[src/rtl/reg_dump_uart.sv]
// Register-file dump engine: walks x0..x31 through the debug read port and
// streams each 32-bit word MSB byte first over a UART 8N1 line.
// Optional macro REG_DUMP_PC_EN appends a 33rd word carrying PC.
module reg_dump_uart #(
  parameter int unsigned CLKS_PER_BIT = 868
) (
  input  logic        clk,
  input  logic        reset,
  input  logic        start,
  input  logic [31:0] Debug_out,
  input  logic [31:0] PC,
  output logic [4:0]  Debug_Source_select,
  output logic        tx,
  output logic        busy,
  output logic        done
);

  localparam int unsigned BAUD_W = (CLKS_PER_BIT > 2) ? $clog2(CLKS_PER_BIT) : 1;
  localparam logic [BAUD_W-1:0] BAUD_LAST = BAUD_W'(CLKS_PER_BIT - 1);

`ifdef REG_DUMP_PC_EN
  localparam logic [5:0] LAST_WORD = 6'd32;
`else
  localparam logic [5:0] LAST_WORD = 6'd31;
`endif

  typedef enum logic [2:0] {
    IDLE,
    LOAD,
    START_BIT,
    DATA,
    STOP,
    FINISH
  } state_t;

  state_t              state_q, state_d;
  logic [5:0]          word_idx_q, word_idx_d;
  logic [1:0]          byte_cnt_q, byte_cnt_d;
  logic [2:0]          bit_idx_q, bit_idx_d;
  logic [BAUD_W-1:0]   baud_q, baud_d;
  logic [31:0]         word_q, word_d;
  logic                tx_q, tx_d;
  logic [7:0]          cur_byte;
  logic                baud_end;

`ifndef REG_DUMP_PC_EN
  logic unused_pc;
  assign unused_pc = ^PC;
`endif

  assign baud_end = (baud_q == BAUD_LAST);

  always_comb begin
    cur_byte = word_q[31:24];
    case (byte_cnt_q)
      2'd0: cur_byte = word_q[31:24];
      2'd1: cur_byte = word_q[23:16];
      2'd2: cur_byte = word_q[15:8];
      2'd3: cur_byte = word_q[7:0];
      default: cur_byte = word_q[31:24];
    endcase
  end

  always_ff @(posedge clk or negedge reset) begin
    if (!reset) begin
      state_q    <= IDLE;
      word_idx_q <= '0;
      byte_cnt_q <= '0;
      bit_idx_q  <= '0;
      baud_q     <= '0;
      word_q     <= '0;
      tx_q       <= 1'b1;
    end else begin
      state_q    <= state_d;
      word_idx_q <= word_idx_d;
      byte_cnt_q <= byte_cnt_d;
      bit_idx_q  <= bit_idx_d;
      baud_q     <= baud_d;
      word_q     <= word_d;
      tx_q       <= tx_d;
    end
  end

  // tx_d is the line level for the state being entered, so tx is registered
  // and only ever changes on a bit boundary.
  always_comb begin
    state_d    = state_q;
    word_idx_d = word_idx_q;
    byte_cnt_d = byte_cnt_q;
    bit_idx_d  = bit_idx_q;
    baud_d     = baud_q;
    word_d     = word_q;
    tx_d       = 1'b1;
    case (state_q)
      IDLE: begin
        word_idx_d = '0;
        byte_cnt_d = '0;
        bit_idx_d  = '0;
        baud_d     = '0;
        if (start) state_d = LOAD;
      end
      LOAD: begin
`ifdef REG_DUMP_PC_EN
        word_d = (word_idx_q == LAST_WORD) ? PC : Debug_out;
`else
        word_d = Debug_out;
`endif
        byte_cnt_d = '0;
        baud_d     = '0;
        state_d    = START_BIT;
        tx_d       = 1'b0;
      end
      START_BIT: begin
        tx_d = 1'b0;
        if (baud_end) begin
          baud_d    = '0;
          bit_idx_d = '0;
          state_d   = DATA;
          tx_d      = cur_byte[0];
        end else begin
          baud_d = baud_q + BAUD_W'(1);
        end
      end
      DATA: begin
        tx_d = cur_byte[bit_idx_q];
        if (baud_end) begin
          baud_d = '0;
          if (bit_idx_q == 3'd7) begin
            state_d = STOP;
            tx_d    = 1'b1;
          end else begin
            bit_idx_d = bit_idx_q + 3'd1;
            tx_d      = cur_byte[bit_idx_d];
          end
        end else begin
          baud_d = baud_q + BAUD_W'(1);
        end
      end
      STOP: begin
        tx_d = 1'b1;
        if (baud_end) begin
          baud_d = '0;
          if (byte_cnt_q != 2'd3) begin
            byte_cnt_d = byte_cnt_q + 2'd1;
            state_d    = START_BIT;
            tx_d       = 1'b0;
          end else if (word_idx_q != LAST_WORD) begin
            word_idx_d = word_idx_q + 6'd1;
            state_d    = LOAD;
          end else begin
            state_d = FINISH;
          end
        end else begin
          baud_d = baud_q + BAUD_W'(1);
        end
      end
      FINISH: begin
        word_idx_d = '0;
        state_d    = IDLE;
      end
      default: state_d = IDLE;
    endcase
  end

  assign tx   = tx_q;
  assign busy = (state_q != IDLE) && (state_q != FINISH);
  assign done = (state_q == FINISH);

  // Index 32 (PC word) drives select 0.
  assign Debug_Source_select = (busy && !word_idx_q[5]) ? word_idx_q[4:0] : 5'd0;

endmodule

[config.mk]
export PLATFORM = sky130hd
export DESIGN_NAME = reg_dump_uart
export DESIGN_NICKNAME = d
export VERILOG_FILES = /design/src/rtl/reg_dump_uart.sv
export SDC_FILE = /design/constraint.sdc
export NUM_CORES = 1
export LEC_CHECK = 0
export CAP_MARGIN = 20
export CORE_AREA = 2 2 82 84
export DETAILED_ROUTE_END_ITERATION = 10
export DIE_AREA = 0 0 84 86
export GPL_TIMING_DRIVEN = 0
export MAX_ROUTING_LAYER = met4
export PLACE_DENSITY = 0.79
export SYNTH_ARGS = -nofsm -noshare
export SYNTH_HDL_FRONTEND = slang
export SYNTH_SLANG_ARGS = --single-unit
[constraint.sdc]
create_clock -name clk -period 2.5 [get_ports clk]
set_input_delay 0.25 -clock clk [delete_from_list [all_inputs] [get_ports clk]]
set_output_delay 0.25 -clock clk [all_outputs]
set_load 0.01 [all_outputs]
==> flow_metrics.py, run 1 <==
metrics = {
    "sta": {
        "maxSlewHeadroom": 0.6525,
        "max_freq_mhz": 430.6,
        "finalMaxSlewViolations": 0,
        "post-route-period-util": 0.9290,
        "finClkSkew_ns": 0.006392,
        "setup_tns_ns": 0,
        "hold_violations": 0,
        "fin_crit_ns": 2.322,
        "worst_slew_pin_slew_ns": 0.5213,
        "setup_violations": 0,
        "rsz0062_at_grt": "no",
    },
    "logic_synthesis": {
        "synth_top_area_share": 0.4557,
        "synth_nets": 373,
        "yosysSeqAreaShare": 0.4642,
        "synth_ff_type": "dfrtp_1",
        "syn-cell-area_um2": 3075,
        "async_flop_share": 1.000,
        "synth-edff-count": 0,
        "synth_compound_area_frac": 0.1448,
        "ys_ff_latch": 57,
        "synthAdderAreaFrac": 0.03255,
        "syn_inst": 298,
        "synth_top_family_by_area": "simple AND/OR/NAND/NOR gates",
        "avgSynthCellArea_um2": 10.32,
        "yosysWarnings": 0,
        "ys_types": 51,
        "yosysTopAreaCell": "dfrtp_1",
        "synthSimpleGateAreaFrac": 0.1737,
        "synthMuxAreaShare": 0.1225,
        "synthTopCellsByArea": "dfrtp_1, mux2_2, o21ai_0",
        "synth_common_cells": "dfrtp_1, mux2_2, nand2_1, o21ai_0, nor2_1",
        "synth_most_common_cell": "dfrtp_1",
        "synthXorXnorAreaFrac": 0.01424,
    },
    "clock_tree": {
        "tritoncts": "yes",
        "cts-root-buf": "clkbuf_8",
        "clkLatencyLatePin_ns": 0.33,
        "path_clk_slew_ns": 0.06,
        "cts.sinks": 57,
        "cts_buffers": 9,
        "h-tree-depth": 3,
        "cts_setup_buffers": 0,
        "clk_path_buf_depth": 2,
    },
    "power": {
        "vdd_drop_max_v": 0.0003852,
        "p_leak_nw": 1.699,
        "pwr_density_cell_nw_per_um2": 700.9,
        "fin_total_pwr_w": 0.002720,
    },
    "finish": {
        "nNetsFinal": 428,
        "utilization": 0.6181,
        "final_cells": 435,
        "synthToLayoutAreaGrowth_pct": 26.16,
        "nFillCells": 516,
        "n_antenna_cell": 0,
        "layout-drive-gt1-share": 0.1955,
    },
    "floorplan": {
        "die_y_um": 86,
        "io_pins": 75,
        "core_area_um2": 6277,
        "start_util": 0.4899,
        "rows": 29,
        "die_x_um": 84,
        "die_area_um2": 7224,
    },
    "worst_setup_path": {
        "crit_path_max_fanout": 7,
        "worstSetupStartpointType": "register",
        "path_class": "reg -> out",
        "timing.rr.start": "byte_cnt_q[0]",
        "worst_ep_required_time_ns": 2.25,
        "startpoint": "state_q[2]",
        "cp.arrival_ns": 2.07,
        "endpoint_kind": "primary output",
    },
    "place": {
        "placed_cells": 418,
        "post-dp-hpwl_mm": 4.733,
        "port_buffers": 42,
        "gp_congestion": 0.8162,
    },
    "grt": {
        "grt_pass1_vias": 2420,
        "grt_max_degree": 40,
        "gr-usage-all-layers": 0.2093,
        "antenna_found_initial": 0,
        "grt-ovfl-total": 0,
        "grt_pass1_wl_mm": 11.48,
    },
    "routing": {
        "num_vias": 2494,
        "drt_first_pass_iters": 4,
        "avgRoutedWirePerCell_um": 15.31,
        "drc": 0,
        "viasPerCell": 5.733,
        "dr.first_iter.drc_count": 152,
        "wl_mm": 6.662,
        "ant_nets": 0,
    },
    "run": {
        "drv_cap": 0,
    },
    "run_status": {
        "status": "finished, final reports clean",
    },
    "min_path": {
        "hp-class": "in -> async",
    },
}
cells by family after synthesis:
group                    count (synthesis)
AO/OA/AOI/OAI                           63
XOR/XNOR                                 5
adder cells (fa/ha/maj)                  8
buffers and inverters                   29
flip-flops                              57
multiplexers                            34
AND/OR/NAND/NOR                        102
critical path, stage by stage (launching register included):
cell             delay, ns
dfrtp_1               0.39
inv_1                 0.19
nor2_2                0.12
nor3_4                0.33
nor2_2                0.09
and2_1                0.16
clkdlybuf4s50_1       0.47
final cells by class:
| class | instances | area (um2) | area share |
|---|---|---|---|
| clock inverter | 5 | 102.6 | 0.02644 |
| timing repair buffer | 44 | 445.4 | 0.1148 |
| inverter | 14 | 52.55 | 0.01354 |
| buffer | 15 | 95.09 | 0.02451 |
| sequential | 57 | 1428 | 0.3679 |
| tap | 77 | 96.34 | 0.02483 |
| multi-input combinational | 212 | 1519 | 0.3915 |
| clock buffer | 11 | 141.4 | 0.03644 |
state kept, by name, summed over array words and instances (netlist names):
name / cells
word_q: 32
baud_q: 10
word_idx_q: 6
bit_idx_q: 3
state_q: 3
byte_cnt_q: 2
tx: 1
stage by stage:
| step | hold WS, ns | setup slack, ns | instance area [um2] |
|---|---|---|---|
| after global placement | 0.4864 | -0.5807 | 3592 |
| after floorplan | -0.04559 | 0.5321 | 3075 |
| after CTS | 0.3901 | 0.003032 | 3864 |
| after global routing | 0.4106 | 0.02723 | 3880 |
| after detailed placement | 0.2244 | 0.2798 | 3607 |
| final | 0.3881 | 0.1776 | 3880 |
power breakdown:
part	leakage (nW)	internal, W	total (W)	switching, W
logic	0.863	0.000240	0.000446	0.000206
clock network	0.120	0.000688	0.00106	0.000371
registers	0.717	0.00108	0.00122	0.000131
cell usage in the layout (no fill, tap or decap), types with 3 or more instances in the layout:
cell type and instances:
xor2_1 4, o22ai_1 3, ha_1 8, mux2i_1 5, nand4_1 7, o41ai_1 3
nand2_1 29, nor2_1 15, a222oi_1 7, clkbuf_1 4, dfrtp_1 56, o31ai_1 3
o21ai_0 22, nand3_1 12, nor2b_1 3, a21oi_1 6, and3_1 6, clkbuf_8 10
buf_2 8, buf_6 3, o21ai_1 3, mux2_2 29, and2_1 6, bufinv_16 3
inv_1 13, clkdlybuf4s50_1 41, nor3_1 7
path summary, 6_finish.rpt:
check,depth (start not counted),end,slack (ns)
max,6,Debug_Source_select[0],0.18
min,2,baud_q[9],0.39
max reg2reg,9,tx,0.30
min reg2reg,1,word_q[27],0.51
max in group asynchronous,3,word_q[18],1.57
min in group clk,3,word_q[31],0.47
routing by layer:
| metal | vias up | global-route usage | routed length, um |
|---|---|---|---|
| met1 | 1208 | 0.2540 | 2933 |
| li1 | 1207 | - | - |
| met2 | 69 | 0.3338 | 3303 |
| met5 | - | - | 0 |
| met3 | 10 | 0.05197 | 316 |
| met4 | 0 | 0.09238 | 108 |
what timing repair did:
action	CTS	global route
gates resized for setup	1	4
hold buffers	1	0
endpoints found under the hold margin	17	0
setup endpoints to repair	5	6
cloned	0	0
Power figures use the tool's default switching activity.
==> inputs of run 2 (changes only) <==
--- a/config.mk
+++ b/config.mk
@@ -5,10 +5,9 @@
 export SDC_FILE = /design/constraint.sdc
 export NUM_CORES = 1
 export LEC_CHECK = 0
-export CAP_MARGIN = 20
-export CORE_AREA = 2 2 82 84
+export CORE_AREA = 3 3 83 85
 export DETAILED_ROUTE_END_ITERATION = 10
-export DIE_AREA = 0 0 84 86
+export DIE_AREA = 0 0 86 88
 export GPL_TIMING_DRIVEN = 0
 export MAX_ROUTING_LAYER = met4
 export PLACE_DENSITY = 0.79
==> run 2 against run 1 <==
Critical path depth increased by 1. Largest cell class unchanged. Sequential power hardly changed. Clock skew down 0.0011 ns. Setup slack is essentially flat. Wire length increased by 3.0%. Design area fell by 1.3%. Clock power shrank 19%. Register-to-register slack worse by 0.06 ns. Critical endpoint is now Debug_Source_select[1]. Via count grew 0.84%.
==> flow_metrics.py, run 2 (synthesis gave the netlist of run 1 again) <==
metrics = {
    "place": {
        "placed_cells": 418,
        "port_buffers": 42,
        "gp_congestion": 0.8600,
        "post-dp-hpwl_mm": 4.923,
    },
    "sta": {
        "rsz0062_at_grt": "no",
        "worst_slew_pin_slew_ns": 0.5438,
        "fin_crit_ns": 2.323,
        "finalMaxSlewViolations": 0,
        "hold_violations": 0,
        "finClkSkew_ns": 0.005254,
        "post-route-period-util": 0.9291,
        "hold_ws_ns": 0.4231,
        "maxSlewHeadroom": 0.6375,
        "setup_violations": 0,
        "max_freq_mhz": 430.5,
    },
    "worst_setup_path": {
        "worstSetupStartpointType": "register",
        "endpoint_kind": "primary output",
        "crit_path_max_fanout": 10,
        "path_class": "reg -> out",
        "worst_ep_required_time_ns": 2.25,
        "timing.rr.start": "byte_cnt_q[0]",
        "worst-r2r-setup-slack_ns": 0.24,
        "r2r-end": "tx",
        "cp.arrival_ns": 2.07,
        "rr_worst_depth": 9,
    },
    "clock_tree": {
        "tritoncts": "yes",
        "path_clk_slew_ns": 0.07,
        "cts-root-buf": "clkbuf_8",
        "h-tree-depth": 3,
        "cts_setup_buffers": 0,
        "cts.sinks": 57,
        "cts_buffers": 9,
        "clkLatencyLatePin_ns": 0.34,
        "clk_path_buf_depth": 2,
    },
    "floorplan": {
        "die_area_um2": 7568,
        "die_y_um": 88,
        "die_x_um": 86,
        "io_pins": 75,
        "core_area_um2": 6277,
        "rows": 29,
        "start_util": 0.4899,
    },
    "routing": {
        "ant_nets": 0,
        "num_vias": 2515,
        "viasPerCell": 5.782,
        "drc": 0,
        "dr.first_iter.drc_count": 203,
        "wl_mm": 6.860,
        "avgRoutedWirePerCell_um": 15.77,
        "drt_first_pass_iters": 5,
    },
    "grt": {
        "antenna_found_initial": 0,
        "grt_max_degree": 37,
        "gr-usage-all-layers": 0.2012,
        "grt_pass1_wl_mm": 11.40,
        "grt-ovfl-total": 0,
        "grt_pass1_vias": 2428,
    },
    "power": {
        "vdd_drop_max_v": 0.0004284,
        "p_leak_nw": 1.682,
        "pwr_density_cell_nw_per_um2": 659.2,
    },
    "finish": {
        "n_antenna_cell": 0,
        "final_common_cell": "dfrtp_1",
        "layout_common_cells": "dfrtp_1, clkdlybuf4s50_1, mux2_2, nand2_1, o21ai_0",
        "nNetsFinal": 428,
        "largest_register": "word_q",
        "largest_reg_flops": 32,
        "synthToLayoutAreaGrowth_pct": 24.57,
        "layout-drive-gt1-share": 0.1983,
        "reg.largest.list": "word_q (32), baud_q (10), word_idx_q (6)",
        "final_cells": 435,
    },
    "min_path": {
        "hp-class": "in -> async",
    },
    "run": {
        "drv_cap": 0,
    },
    "run_status": {
        "status": "finished, final reports clean",
    },
}
-- run 2: layout make-up --
class,instances,area (um2)
plain buffers,15,95.09
multi-input cells,212,1519
repair buffers,44,445.4
inverters,14,52.55
fillers,527,2446
well taps,77,96.34
flip-flops and latches,57,1428
clock inverters,6,57.56
clock buffers,10,137.6
-- run 2: worst max-delay path by stage --
stage | start | slack [ns] | cells past startpoint | end
floorplan | byte_cnt_q[0] | 0.53 | 8 | tx
global route | state_q[0] | 0.02 | 7 | Debug_Source_select[4]
global placement | reset | -0.59 | 1 | word_q[22]
CTS | state_q[0] | 0.007 | 7 | Debug_Source_select[1]
finish | state_q[0] | 0.18 | 7 | Debug_Source_select[1]
detailed placement | state_q[0] | 0.26 | 7 | Debug_Source_select[1]
-- run 2: critical path: stages, from the launching register on --
cell	delay (ns)
dfrtp_1	0.35
buf_2	0.17
inv_2	0.14
nor2_4	0.07
nor3_4	0.28
nor2_2	0.09
and2_1	0.16
clkdlybuf4s50_1	0.47
-- run 2: power by group --
group / total (W) / leakage (nW) / switching, W / internal [W]
logic: 0.000451 / 0.864 / 0.000212 / 0.000239
clock network: 0.000859 / 0.102 / 0.000380 / 0.000479
registers: 0.00122 / 0.717 / 0.000132 / 0.00108
total: 0.00253 / 1.68 / 0.000723 / 0.00180
-- run 2: per-layer routing --
layer  up-vias  part of all wire  routed length, um  GRT usage
li1       1198                 -                  -          -
met1      1214              0.44               3041     0.2433
met2        90              0.49               3338     0.3245
met3        13             0.051                348    0.04421
met4         0             0.019                131    0.08633
met5         -                 0                  0          -
-- run 2: through the flow --
step | utilization | total power [W] | instance area (um2) | setup WS [ns] | TNS, ns
5_1_grt | 0.6103 | 0.002650 | 3831 | 0.01632 | 0
4_1_cts | 0.6091 | 0.002547 | 3824 | 0.006546 | 0
3_5_place_dp | 0.5746 | 0.001672 | 3607 | 0.2562 | 0
3_3_place_gp | 0.5723 | 0.001639 | 3592 | -0.5873 | -32.70
2_1_floorplan | - | 0.001486 | 3075 | 0.5321 | 0
6_report | 0.6103 | 0.002525 | 3831 | 0.1772 | 0
-- run 2: timing repair --
item,4_1_cts,5_1_grt
endpoints found under the hold margin,20,0
hold buffers,1,0
resized for setup,3,2
pin swaps,0,1
endpoints found under the setup margin,5,5
